===== config.mk =====
export PLATFORM = sky130hd
export DESIGN_NAME = dm_access_arbiter
export DESIGN_NICKNAME = d
export VERILOG_FILES = /design/src/rtl/dm_pkg.sv /design/src/rtl/dm_rr_arbiter.sv /design/src/rtl/dm_access_arbiter.sv
export SDC_FILE = /design/constraint.sdc
export NUM_CORES = 1
export LEC_CHECK = 0
export ABC_AREA = 1
export BUFFER_PORTS_ARGS = -buffer_cell sky130_fd_sc_hd__buf_2
export CAP_MARGIN = 20
export CORE_ASPECT_RATIO = 1.1
export CORE_UTILIZATION = 35
export CTS_BUF_LIST = sky130_fd_sc_hd__clkbuf_8
export CTS_CLUSTER_SIZE = 10
export DETAILED_ROUTE_END_ITERATION = 10
export PLACE_DENSITY = 0.74
export SLEW_MARGIN = 20
export SYNTH_ARGS = -nofsm -noshare
export SYNTH_HDL_FRONTEND = slang
export SYNTH_SLANG_ARGS = --single-unit

===== constraint.sdc =====
create_clock -name clk -period 1.89 [get_ports clk]
set_input_delay 0.189 -clock clk [delete_from_list [all_inputs] [get_ports clk]]
set_output_delay 0.189 -clock clk [all_outputs]
set_load 0.01 [all_outputs]

===== src/rtl/dm_pkg.sv =====
// Shared types for the data-memory access arbiter: memory access codes,
// FSM states, requester ids and the alignment rule.
package dm_pkg;

    typedef enum logic [2:0] {
        DM_LB  = 3'b000,
        DM_LH  = 3'b001,
        DM_LW  = 3'b010,
        DM_SW  = 3'b011,
        DM_LBU = 3'b100,
        DM_LHU = 3'b101,
        DM_SB  = 3'b110,
        DM_SH  = 3'b111
    } dm_ctrl_e;

    typedef enum logic {
        IDLE   = 1'b0,
        ACCESS = 1'b1
    } arb_state_e;

    typedef enum logic {
        REQ_CPU = 1'b0,
        REQ_LD  = 1'b1
    } req_id_e;

    // Word ops need a 4-byte boundary, half ops a 2-byte boundary.
    function automatic logic is_misaligned(input logic [2:0] ctrl, input logic [1:0] addr_lo);
        logic mis;
        mis = 1'b0;
        case (ctrl)
            DM_LW, DM_SW:         mis = (addr_lo != 2'b00);
            DM_LH, DM_LHU, DM_SH: mis = addr_lo[0];
            default:              mis = 1'b0;
        endcase
        return mis;
    endfunction

endpackage


===== src/rtl/dm_rr_arbiter.sv =====
// Two-way round-robin pick between CPU and loader; the pointer holds the
// last granted requester and resets to the loader so the CPU wins the first tie.
module dm_rr_arbiter
    import dm_pkg::*;
(
    input  logic    clk,
    input  logic    rst,
    input  logic    en,
    input  logic    req_cpu,
    input  logic    req_ld,
    output logic    gnt_cpu,
    output logic    gnt_ld,
    output req_id_e winner
);

    req_id_e last;

    always_comb begin
        winner  = REQ_CPU;
        gnt_cpu = 1'b0;
        gnt_ld  = 1'b0;
        if (req_cpu && req_ld) begin
            winner = (last == REQ_LD) ? REQ_CPU : REQ_LD;
        end else if (req_ld) begin
            winner = REQ_LD;
        end
        if (en) begin
            gnt_cpu = req_cpu && (winner == REQ_CPU);
            gnt_ld  = req_ld && (winner == REQ_LD);
        end
    end

    always_ff @(posedge clk) begin
        if (rst) begin
            last <= REQ_LD;
        end else if (gnt_cpu) begin
            last <= REQ_CPU;
        end else if (gnt_ld) begin
            last <= REQ_LD;
        end
    end

endmodule


===== src/rtl/dm_access_arbiter.sv =====
// Shares the single-port data memory between the CPU and loader ports.
// Optional saturating grant/wait counters are enabled with DM_ARB_PERF_EN.
//
// state  | meaning
// IDLE   | arbitrate; grant one requester and latch its command
// ACCESS | drive memory from the command register, capture the response
module dm_access_arbiter
   import dm_pkg::*;
#(
   parameter int DATA_W = 32,
   parameter int ADDR_W = 32,
   parameter int CNT_W  = 16
) (
   input  logic              clk,
   input  logic              rst,
`ifdef DM_ARB_PERF_EN
   output logic [CNT_W-1:0]  CpuGrantCnt,
   output logic [CNT_W-1:0]  LdGrantCnt,
   output logic [CNT_W-1:0]  CpuWaitCnt,
   output logic [CNT_W-1:0]  LdWaitCnt,
`endif
   input  logic              CpuReq,
   input  logic [ADDR_W-1:0] CpuAddr,
   input  logic [DATA_W-1:0] CpuDataWr,
   input  logic              CpuWr,
   input  logic [2:0]        CpuCtrl,
   output logic              CpuGnt,
   output logic              CpuRdValid,
   output logic [DATA_W-1:0] CpuRdData,
   output logic              CpuErr,
   input  logic              LdReq,
   input  logic [ADDR_W-1:0] LdAddr,
   input  logic [DATA_W-1:0] LdDataWr,
   input  logic              LdWr,
   input  logic [2:0]        LdCtrl,
   output logic              LdGnt,
   output logic              LdRdValid,
   output logic [DATA_W-1:0] LdRdData,
   output logic              LdErr,
   output logic [ADDR_W-1:0] Address,
   output logic [DATA_W-1:0] DataWr,
   output logic              DMWr,
   output logic [2:0]        DMCtrl,
   input  logic [DATA_W-1:0] DataRd
);

   arb_state_e        state;
   arb_state_e        state_nxt;
   logic              gnt_cpu;
   logic              gnt_ld;
   logic              any_gnt;
   req_id_e           winner;

   logic [ADDR_W-1:0] cmd_addr;
   logic [DATA_W-1:0] cmd_data;
   logic              cmd_wr;
   logic [2:0]        cmd_ctrl;
   req_id_e           cmd_id;
   logic              cmd_mis;
   logic [DATA_W-1:0] rsp_data;

   dm_rr_arbiter u_arb (
      .clk     (clk),
      .rst     (rst),
      .en      ((state == IDLE) && !rst),
      .req_cpu (CpuReq),
      .req_ld  (LdReq),
      .gnt_cpu (gnt_cpu),
      .gnt_ld  (gnt_ld),
      .winner  (winner)
   );

   assign CpuGnt   = gnt_cpu;
   assign LdGnt    = gnt_ld;
   assign any_gnt  = gnt_cpu || gnt_ld;
   assign cmd_mis  = is_misaligned(cmd_ctrl, cmd_addr[1:0]);
   // Stores and misaligned accesses answer with zero data.
   assign rsp_data = (cmd_wr || cmd_mis) ? '0 : DataRd;

   always_comb begin
      state_nxt = state;
      Address   = '0;
      DataWr    = '0;
      DMWr      = 1'b0;
      DMCtrl    = DM_LW;
      case (state)
         IDLE: begin
            if (any_gnt) begin
               state_nxt = ACCESS;
            end
         end
         ACCESS: begin
            state_nxt = IDLE;
            Address   = cmd_addr;
            DataWr    = cmd_data;
            DMCtrl    = cmd_ctrl;
            DMWr      = cmd_wr && !cmd_mis && !rst;
         end
         default: state_nxt = IDLE;
      endcase
   end

   always_ff @(posedge clk) begin
      if (rst) begin
         state      <= IDLE;
         cmd_addr   <= '0;
         cmd_data   <= '0;
         cmd_wr     <= 1'b0;
         cmd_ctrl   <= '0;
         cmd_id     <= REQ_CPU;
         CpuRdValid <= 1'b0;
         CpuRdData  <= '0;
         CpuErr     <= 1'b0;
         LdRdValid  <= 1'b0;
         LdRdData   <= '0;
         LdErr      <= 1'b0;
      end else begin
         state      <= state_nxt;
         CpuRdValid <= 1'b0;
         LdRdValid  <= 1'b0;
         if (any_gnt) begin
            cmd_addr <= (winner == REQ_LD) ? LdAddr   : CpuAddr;
            cmd_data <= (winner == REQ_LD) ? LdDataWr : CpuDataWr;
            cmd_wr   <= (winner == REQ_LD) ? LdWr     : CpuWr;
            cmd_ctrl <= (winner == REQ_LD) ? LdCtrl   : CpuCtrl;
            cmd_id   <= winner;
         end
         if (state == ACCESS) begin
            if (cmd_id == REQ_CPU) begin
               CpuRdValid <= 1'b1;
               CpuRdData  <= rsp_data;
               CpuErr     <= cmd_mis;
            end else begin
               LdRdValid  <= 1'b1;
               LdRdData   <= rsp_data;
               LdErr      <= cmd_mis;
            end
         end
      end
   end

`ifdef DM_ARB_PERF_EN
   always_ff @(posedge clk) begin
      if (rst) begin
         CpuGrantCnt <= '0;
         LdGrantCnt  <= '0;
         CpuWaitCnt  <= '0;
         LdWaitCnt   <= '0;
      end else begin
         if (gnt_cpu && (CpuGrantCnt != '1)) CpuGrantCnt <= CpuGrantCnt + 1'b1;
         if (gnt_ld && (LdGrantCnt != '1))   LdGrantCnt  <= LdGrantCnt + 1'b1;
         if (CpuReq && !gnt_cpu && (CpuWaitCnt != '1)) CpuWaitCnt <= CpuWaitCnt + 1'b1;
         if (LdReq && !gnt_ld && (LdWaitCnt != '1))    LdWaitCnt  <= LdWaitCnt + 1'b1;
      end
   end
`endif

`ifndef SYNTHESIS
   // A requester must hold its request until it is granted.
   property p_req_held(logic req, logic gnt);
      @(posedge clk) disable iff (rst) (req && !gnt) |=> req;
   endproperty
   a_cpu_req_held: assert property (p_req_held(CpuReq, CpuGnt));
   a_ld_req_held:  assert property (p_req_held(LdReq, LdGnt));
`endif

endmodule


== After elaboration in Yosys (flattened, before gate mapping) ==
Index checks and enable logic that the tools add are counted.
Operators by class
  equality and inequality tests: 5
  multiplexer cells: 21
  bitwise logic cells: 3
  reduce and logical (&&, ||, !) cells: 17
Operator list (count)
  two-way mux 32 bit: 5
  two-way mux 1 bit: 12
  == test 3 x 2 -> 1 bit (second input constant): 2
  == test 3 bit (second input constant): 2
  logical AND 1 bit: 6
  two-way mux 3 bit: 2
  case mux 1 bit (2 select lines): 2
  AND reduction 2 bit: 2
  nonzero test 2 bit: 2
  OR reduction 2 bit: 2
  == test 3 x 1 -> 1 bit (second input constant): 1
  inverter 1 bit: 3
  OR reduction 3 bit: 1
  zero test 1 bit: 2
  logical OR 1 bit: 2
Storage, ports and cells
  register bits after elaboration: 139
  input port bits: 172
  logic and storage cells: 59

== Logic depth before layout (Yosys ltp) ==
Gate-level depths: netlist of the first run.
  depth after elaboration: 8
  gate-level depth with buffers: 9
  gate-level depth less buffers: 6

== By module ==
From an unflattened synthesis of the first run, not the netlist that was laid out.
Unflattened totals
  cell total of the unflattened synthesis: 748
  area total of the unflattened synthesis: 6122.1 sq um
Modules (own cells, without submodules)
  dm_access_arbiter: instances 1, cells an instance 737, area each 6059.6 sq um, sequential area each 2762.6 sq um
  dm_rr_arbiter: instances 1, cells an instance 11, area each 62.6 sq um, sequential area each 20.0 sq um

== Worst setup path before layout of the first run ==
Ideal clock, no wire load.
  path kind: reg2reg
  start point: register state
  end point: register cmd_addr[22]
  library setup time: 111 ps
  data arrival time: 1298 ps
  setup slack: 480 ps
  cell stages (with the launch flop): 10
  cells stage by stage: dfxtp_1 > buf_6 > nor2_4 > nand3_2 > and2_1 > buf_2 > buf_6 > buf_6 > nor2_1 > nor2_1
Between the ends
  word-level cells in the longest chain between the ends: 4
  elaborated cells on any way between the ends: 5
  those cells by class: mux (2); bitwise (1); reduce/logical (2)
Ends and longest elaborated chain
  start, declared: line dm_access_arbiter.sv:47  | arb_state_e state;
  start signal, assigned: line dm_access_arbiter.sv:118  | state <= state_nxt;
  inverter 1 bit (no line) (*)
  logical AND 1 bit (*): line dm_access_arbiter.sv:65  | .en ((state == IDLE) && !rst),
  two-way mux 1 bit: line dm_rr_arbiter.sv:27  | if (en) begin
  logical OR 1 bit (*): line dm_access_arbiter.sv:75  | assign any_gnt = gnt_cpu || gnt_ld;
  end signal, assigned: line dm_access_arbiter.sv:122  | cmd_addr <= (winner == REQ_LD) ? LdAddr : CpuAddr;
  end, declared: line dm_access_arbiter.sv:54  | logic [ADDR_W-1:0] cmd_addr;
Every way passes the cells marked *; elsewhere a longest branch is shown, timed or not.
A chain may end at the register's enable or synchronous reset.

== Worst setup path in the final report of the first run ==
  start point: register state
  end point: output port LdGnt
Between the ends
  word-level cells in the longest chain between the ends: 3
Ends and longest elaborated chain
  inverter 1 bit (no line)
  logical AND 1 bit: line dm_access_arbiter.sv:65
  two-way mux 1 bit: line dm_rr_arbiter.sv:27
  end, declared: line dm_access_arbiter.sv:36  | output logic LdGnt,
No other way between the ends.

==> results of run 1 <==
critical path: stages, from the launching register on:
cell	delay [ns]
dfxtp_2	0.37
nor2_4	0.18
nand3_2	0.14
buf_12	0.21
inv_1	0.07
buf_2	0.14
worst max-delay path by stage:
stage / start / end / slack (ns)
6_report: state$_SDFF_PN0_ / LdGnt / 0.13
5_1_grt: state$_SDFF_PN0_ / LdGnt / 0.009
4_1_cts: cmd_ctrl[0]$_SDFFE_PP0P_ / DMWr / 0.04
3_5_place_dp: rst / CpuRdData[5]$_SDFFE_PP0P_ / 0.38
3_3_place_gp: rst / cmd_addr[5]$_SDFFE_PP0P_ / 0.40
2_1_floorplan: state$_SDFF_PN0_ / cmd_addr[22]$_SDFFE_PP0P_ / 0.48
timing repair:
| action | 4_1_cts | 5_1_grt |
|---|---|---|
| setup endpoints to repair | 3 | 2 |
| pin swaps | 0 | 0 |
| endpoints found under the hold margin | 1 | 0 |
| buffers inserted | 0 | 0 |
| hold buffers | 2 | 0 |
| resized for setup | 2 | 4 |
| gates cloned | 0 | 0 |
flip-flops by register name, summed over array words and instances (netlist names):
signal	flops
CpuRdData	32
LdRdData	32
cmd_addr	32
cmd_data	32
cmd_ctrl	3
CpuErr	1
CpuRdValid	1
LdErr	1
LdRdValid	1
cmd_id	1
cmd_wr	1
state	1
u_arb.last	1
layer usage:
metal  global-route usage [%]  vias to the layer above  part of all wire (%)
li1                         -                     3841                     -
met1                     25.7                     3301                    43
met2                     35.6                      303                    47
met3                     5.18                       39                   7.7
met4                     8.20                        0                   2.4
met5                        0                        -                     0
cells in the mapped netlist:
master and count:
inv_1 77, o21ai_0 66, buf_1 6, nand3b_1 64, buf_2 14, dfxtp_1 139
nand4_1 32, clkbuf_1 66, nor2_1 145, clkinv_1 1, buf_6 3, nor2_4 1
and2_1 1, nand2_1 279, nand3_2 1, a21oi_1 65, nand2_2 2, nand3_1 75
layout by cell type, fill, tap and decap left out, drive strengths merged:
cell type / instances
nand4: 32
nand3: 76
buf: 333
clkinvlp: 4
dlygate4sd3: 2
a21oi: 65
and2: 1
dfxtp: 139
nor2: 146
nand2: 281
inv: 86
nand3b: 64
o21ai: 66
clkinv: 3
clkbuf: 17
cells by family (layout without fill, tap and decap cells):
family                 count (synthesis)  in the layout  share of synthesized area [%]
and+or+nand+nor                      600            600                           39.6
buffers and inverters                167            445                           9.82
AOI/OAI and AO/OA                    131            131                           9.65
DFF                                  139            139                           41.0
layout make-up:
| type | instances | area (sq um) | area share [%] |
|---|---|---|---|
| inverters | 78 | 294 | 3.28 |
| clock inverters | 15 | 130 | 1.45 |
| clock buffers | 17 | 234 | 2.61 |
| multi-input cells | 731 | 3360 | 37.5 |
| repair buffers | 335 | 1850 | 20.7 |
| flip-flops and latches | 139 | 2780 | 31.1 |
| well taps | 247 | 309 | 3.45 |
power groups by stage:
stage               Clock (mW)  Sequential (mW)  Combinational (mW)
floorplan                    0             3.40               0.971
global placement             0             3.36                1.61
detailed placement           0             3.37                1.63
CTS                       2.37             3.31                1.64
global route              2.50             3.34                1.84
finish                    2.28             3.31                1.63
==> results.py, run 1 <==
metrics = {
    "run_status": {
        "status": "completed",
    },
    "yosys": {
        "ys.warnings.count": 0,
        "ys_seq_area_share_pct": 41.0,
        "post-synth-top-area-fraction_pct": 41.0,
        "synth_top_cell_by_area": "dfxtp_1",
        "syn_area_sq_um": 6790,
        "synth.area.top_cells": "dfxtp_1 (41%), nand2_1 (15%), nor2_1 (8.0%)",
        "ys_types": 18,
        "synthCells": 1037,
        "synth.ff_latch_count": 139,
        "syn_area_per_cell_sq_um": 6.55,
        "syn_nets": 1209,
    },
    "route": {
        "first_pass_iters": 5,
        "drc": 0,
        "routed_via_density": 4.79,
        "vias": 7484,
        "wl_mm": 21.3,
        "ant_nets": 0,
        "drt_iter0_drc": 362,
        "wl_per_cell_um": 13.6,
    },
    "critical_path": {
        "timing.rr.start": "state$_SDFF_PN0_",
        "reg2reg_slack_ns": 0.41,
        "cp.required_ns": 1.70,
        "reg2reg_depth": 6,
        "end_kind": "primary output",
        "crit_type": "flip-flop to primary output",
        "critPathMaxFanout": 44,
        "start_kind": "flip-flop",
        "cp.arrival_ns": 1.57,
        "reg2reg_to": "cmd_addr[22]$_SDFFE_PP0P_",
    },
    "die": {
        "fp-row-count": 53,
        "pin_count": 310,
        "die_area_sq_um": 20000,
        "start_util_pct": 35.7,
        "core_sq_um": 19000,
        "die-height_um": 148,
        "fp.dieW_um": 135,
    },
    "worst_hold_path": {
        "holdCritPathClass": "primary input to flip-flop",
        "hold_depth": 3,
        "hold_path_startpoint": "DataRd[2]",
        "min_to": "CpuRdData[2]$_SDFFE_PP0P_",
    },
    "global_routing": {
        "grt_pass1_vias": 6857,
        "grt_use_total_pct": 21.1,
        "grt_pass1_wl_mm": 33.5,
        "gr-total-overflow": 0,
        "antenna_found_initial": 0,
        "grt_max_degree": 70,
    },
    "timing": {
        "timing.hold.ws_ns": 0.0350,
        "maxSlewViolCount": 0,
        "timing.final.ws_setup_ns": 0.129,
        "fin_setup_tns_ns": 0,
        "rsz0062_at_grt": "no",
        "fmax_mhz": 568,
        "period_share_pct": 93.2,
        "hold_viol": 0,
        "skew_ns": 0.0111,
        "fin_crit_ns": 1.76,
        "slew_headroom_pct": 55.8,
        "setup_viol": 0,
        "tightest_slew_ns": 0.663,
    },
    "final_layout": {
        "final_util_pct": 47.1,
        "stdcell_count": 1562,
        "layout-drive-gt1-share_pct": 28.5,
        "fin_area_sq_um": 8960,
        "final.fill_count": 1984,
        "nNetsFinal": 1474,
        "n_antenna_cell": 0,
        "area_growth_pct": 31.9,
    },
    "power": {
        "p_leak_nw": 5.25,
        "p_int_mw": 4.81,
        "comb_power_share_pct": 22.6,
        "ir_drop_v": 0.000383,
        "p_per_area_nw_per_um2": 806,
        "seqPwrFrac_pct": 45.8,
        "finalPower_mw": 7.22,
        "clockPowerShare_pct": 31.6,
        "p_sw_share_pct": 33.3,
        "netSwitchingPower_mw": 2.41,
    },
    "clock_network": {
        "cts_root_buffer": "clkbuf_8",
        "cts_tree": "done",
        "cts.sink_count": 139,
        "clock_path_buffers": 2,
        "clock_latency_ns": 0.44,
        "cts-buffers-inserted": 17,
        "cts_max_level": 4,
        "clkTransAtPathRegs_ns": 0.09,
    },
    "flow_run": {
        "cap_violations": 0,
    },
    "placed_design": {
        "dp_slack_ns": 0.384,
        "dp_hpwl_mm": 14.7,
        "globalplace.congestion": 0.821,
        "dp.cells": 1528,
        "placed_area_sq_um": 8560,
        "io_buffers": 309,
    },
}
Note: power is estimated with default switching activity, not from simulation.
==> run 2: changes to the inputs <==
CORE_ASPECT_RATIO = default   (was 1.1)
CTS_BUF_LIST = default   (was sky130_fd_sc_hd__clkbuf_8)
==> run 2 against run 1 <==
Compared with the run above:
- worst hold slack better by 0.033 ns
- count of clock-buffer cells in the layout unchanged
- first-iteration DRC count up 17%
- final area up 1.8%
- setup slack worse by 0.0037 ns
- non-clock buffer count down 4
- core utilization up 1.2 points
- register-to-register slack worse by 0.23 ns
- critical path depth down 1
- routed wire length up 2.3%
- total power up 13%
- final cell count up 0.58%
- critical endpoint is now CpuGnt
- highest routed layer is now met5
==> results.py, run 2 (same netlist as run 1, synthesis figures left out) <==
metrics = {
    "final_layout": {
        "area_growth_pct": 34.3,
        "n_antenna_cell": 0,
        "final_cell_mix": "buf_2 (309), nand2_1 (278), nor2_1 (144)",
        "nNetsFinal": 1470,
        "layout-drive-gt1-share_pct": 28.4,
        "final_common_cell": "buf_2",
    },
    "critical_path": {
        "critPathMaxFanout": 46,
        "crit_type": "flip-flop to primary output",
        "cp.arrival_ns": 1.58,
        "start_kind": "flip-flop",
        "crit_chain": "nand2_2 > buf_4 > a21oi_1 > buf_2",
        "crit_buf_inv": 2,
        "end_kind": "primary output",
        "cpPeakStageDelay_ns": 0.41,
        "critPathTopFamily": "buffers and inverters",
        "crit_path_top_delay_cell": "buf_4",
        "cp.required_ns": 1.70,
    },
    "timing": {
        "maxSlewViolCount": 0,
        "fin_setup_tns_ns": 0,
        "period_share_pct": 93.4,
        "rsz0062_at_grt": "no",
        "fmax_mhz": 567,
        "slew_headroom_pct": 66.7,
        "setup_viol": 0,
        "tightest_slew_ns": 0.499,
        "hold_viol": 0,
        "fin_crit_ns": 1.77,
        "timing.hold.ws_ns": 0.0676,
        "skew_ns": 0.0117,
    },
    "global_routing": {
        "grt_use_total_pct": 21.8,
        "gr-total-overflow": 0,
        "grt_pass1_wl_mm": 34.3,
        "antenna_found_initial": 0,
        "grt_pass1_vias": 6921,
        "grt_max_degree": 72,
    },
    "route": {
        "ant_nets": 0,
        "routed_via_density": 4.79,
        "wl_per_cell_um": 13.9,
        "drt_iter0_drc": 424,
        "wl_mm": 21.8,
        "drc": 0,
        "first_pass_iters": 5,
        "vias": 7531,
    },
    "clock_network": {
        "clkTransAtPathRegs_ns": 0.07,
        "clock_path_buffers": 2,
        "cts_hold_buffers": 0,
        "cts_tree": "done",
        "cts-buffers-inserted": 17,
        "clock_latency_ns": 0.42,
        "cts.sink_count": 139,
        "cts_max_level": 4,
        "cts_root_buffer": "clkbuf_16",
    },
    "die": {
        "core_sq_um": 18900,
        "die-height_um": 141,
        "fp.dieW_um": 141,
        "start_util_pct": 36.0,
        "die_area_sq_um": 20000,
        "fp-row-count": 50,
        "pin_count": 310,
    },
    "power": {
        "p_per_area_nw_per_um2": 897,
        "p_leak_nw": 5.32,
        "ir_drop_v": 0.000533,
    },
    "placed_design": {
        "io_buffers": 309,
        "dp_hpwl_mm": 15.0,
        "globalplace.congestion": 0.813,
    },
    "run_status": {
        "status": "completed",
    },
    "flow_run": {
        "cap_violations": 0,
    },
    "worst_hold_path": {
        "holdCritPathClass": "primary input to flip-flop",
    },
}
==> run 2: changes by cell type in the layout (fill, tap and decap cells not counted), moves of 2 or more <==
cell / previous run / this run
clkinv_4: 1 / 3
buf_12: 8 / 5
dlygate4sd3_1: 2 / 0
clkbuf_8: 17 / 0
clkinv_2: 2 / 0
clkinvlp_4: 4 / 2
clkbuf_16: 0 / 17
==> run 2: where the power goes <==
| part | internal [mW] | leakage (nW) | switching [mW] |
|---|---|---|---|
| Sequential | 3.19 | 1.14 | 0.121 |
| Clock | 1.75 | 0.276 | 1.49 |
| Combinational | 0.653 | 3.90 | 0.969 |
| Total | 5.60 | 5.32 | 2.58 |
==> run 2: layer usage <==
metal	share of wire [%]	wire length (um)	vias to the layer above	global-route usage, %
li1	-	-	3830	-
met3	6.5	1410	27	4.96
met4	1.6	351	2	7.27
met1	43	9370	3399	26.0
met5	0.17	38	-	0
met2	49	10600	273	38.4
==> run 2: worst paths after layout <==
kind,from,endpoint,slack (ns),depth (start not counted)
max,u_arb.last$_SDFFE_PP1P_,CpuGnt,0.12,4
min,DataRd[24],CpuRdData[24]$_SDFFE_PP0P_,0.07,3
max reg2reg,state$_SDFF_PN0_,CpuErr$_SDFFE_PP0P_,0.18,7
min reg2reg,u_arb.last$_SDFFE_PP1P_,u_arb.last$_SDFFE_PP1P_,0.49,2
==> run 2: what timing repair did <==
action                                  4_1_cts  5_1_grt
resized for setup                             1        2
buffers inserted                              0        0
pin swaps                                     0        0
endpoints found under the setup margin        1        1
==> run 2: metrics by stage <==
stage | util [%] | power (mW) | setup WS, ns | cell area (sq um) | instances
after CTS | 48.3 | 8.27 | 0.0474 | 9120 | 1571
after global placement | 45.2 | 4.97 | 0.224 | 8540 | 1539
after global routing | 48.3 | 8.62 | 0.0183 | 9120 | 1571
after detailed placement | 45.2 | 5.00 | 0.207 | 8540 | 1539
after floorplan | - | 4.37 | 0.480 | 6790 | 1037
final | 48.3 | 8.18 | 0.125 | 9120 | 1571
==> run 2: final cells by class <==
class                           count  area, sq um
Multi-Input combinational cell    731         3360
Clock buffer                       17          425
Fill cell                        1998         9770
Inverter                           78          295
Timing Repair Buffer              331         1780
Clock inverter                     15          146
Sequential cell                   139         2780
Tap cell                          260          325
==> run 2: worst reg2reg max path, stage by stage (launching register included) <==
cell,delay [ns]
dfxtp_2,0.38
buf_4,0.38
inv_1,0.13
nor2_4,0.12
buf_12,0.23
inv_1,0.14
o21ai_0,0.17
inv_1,0.05
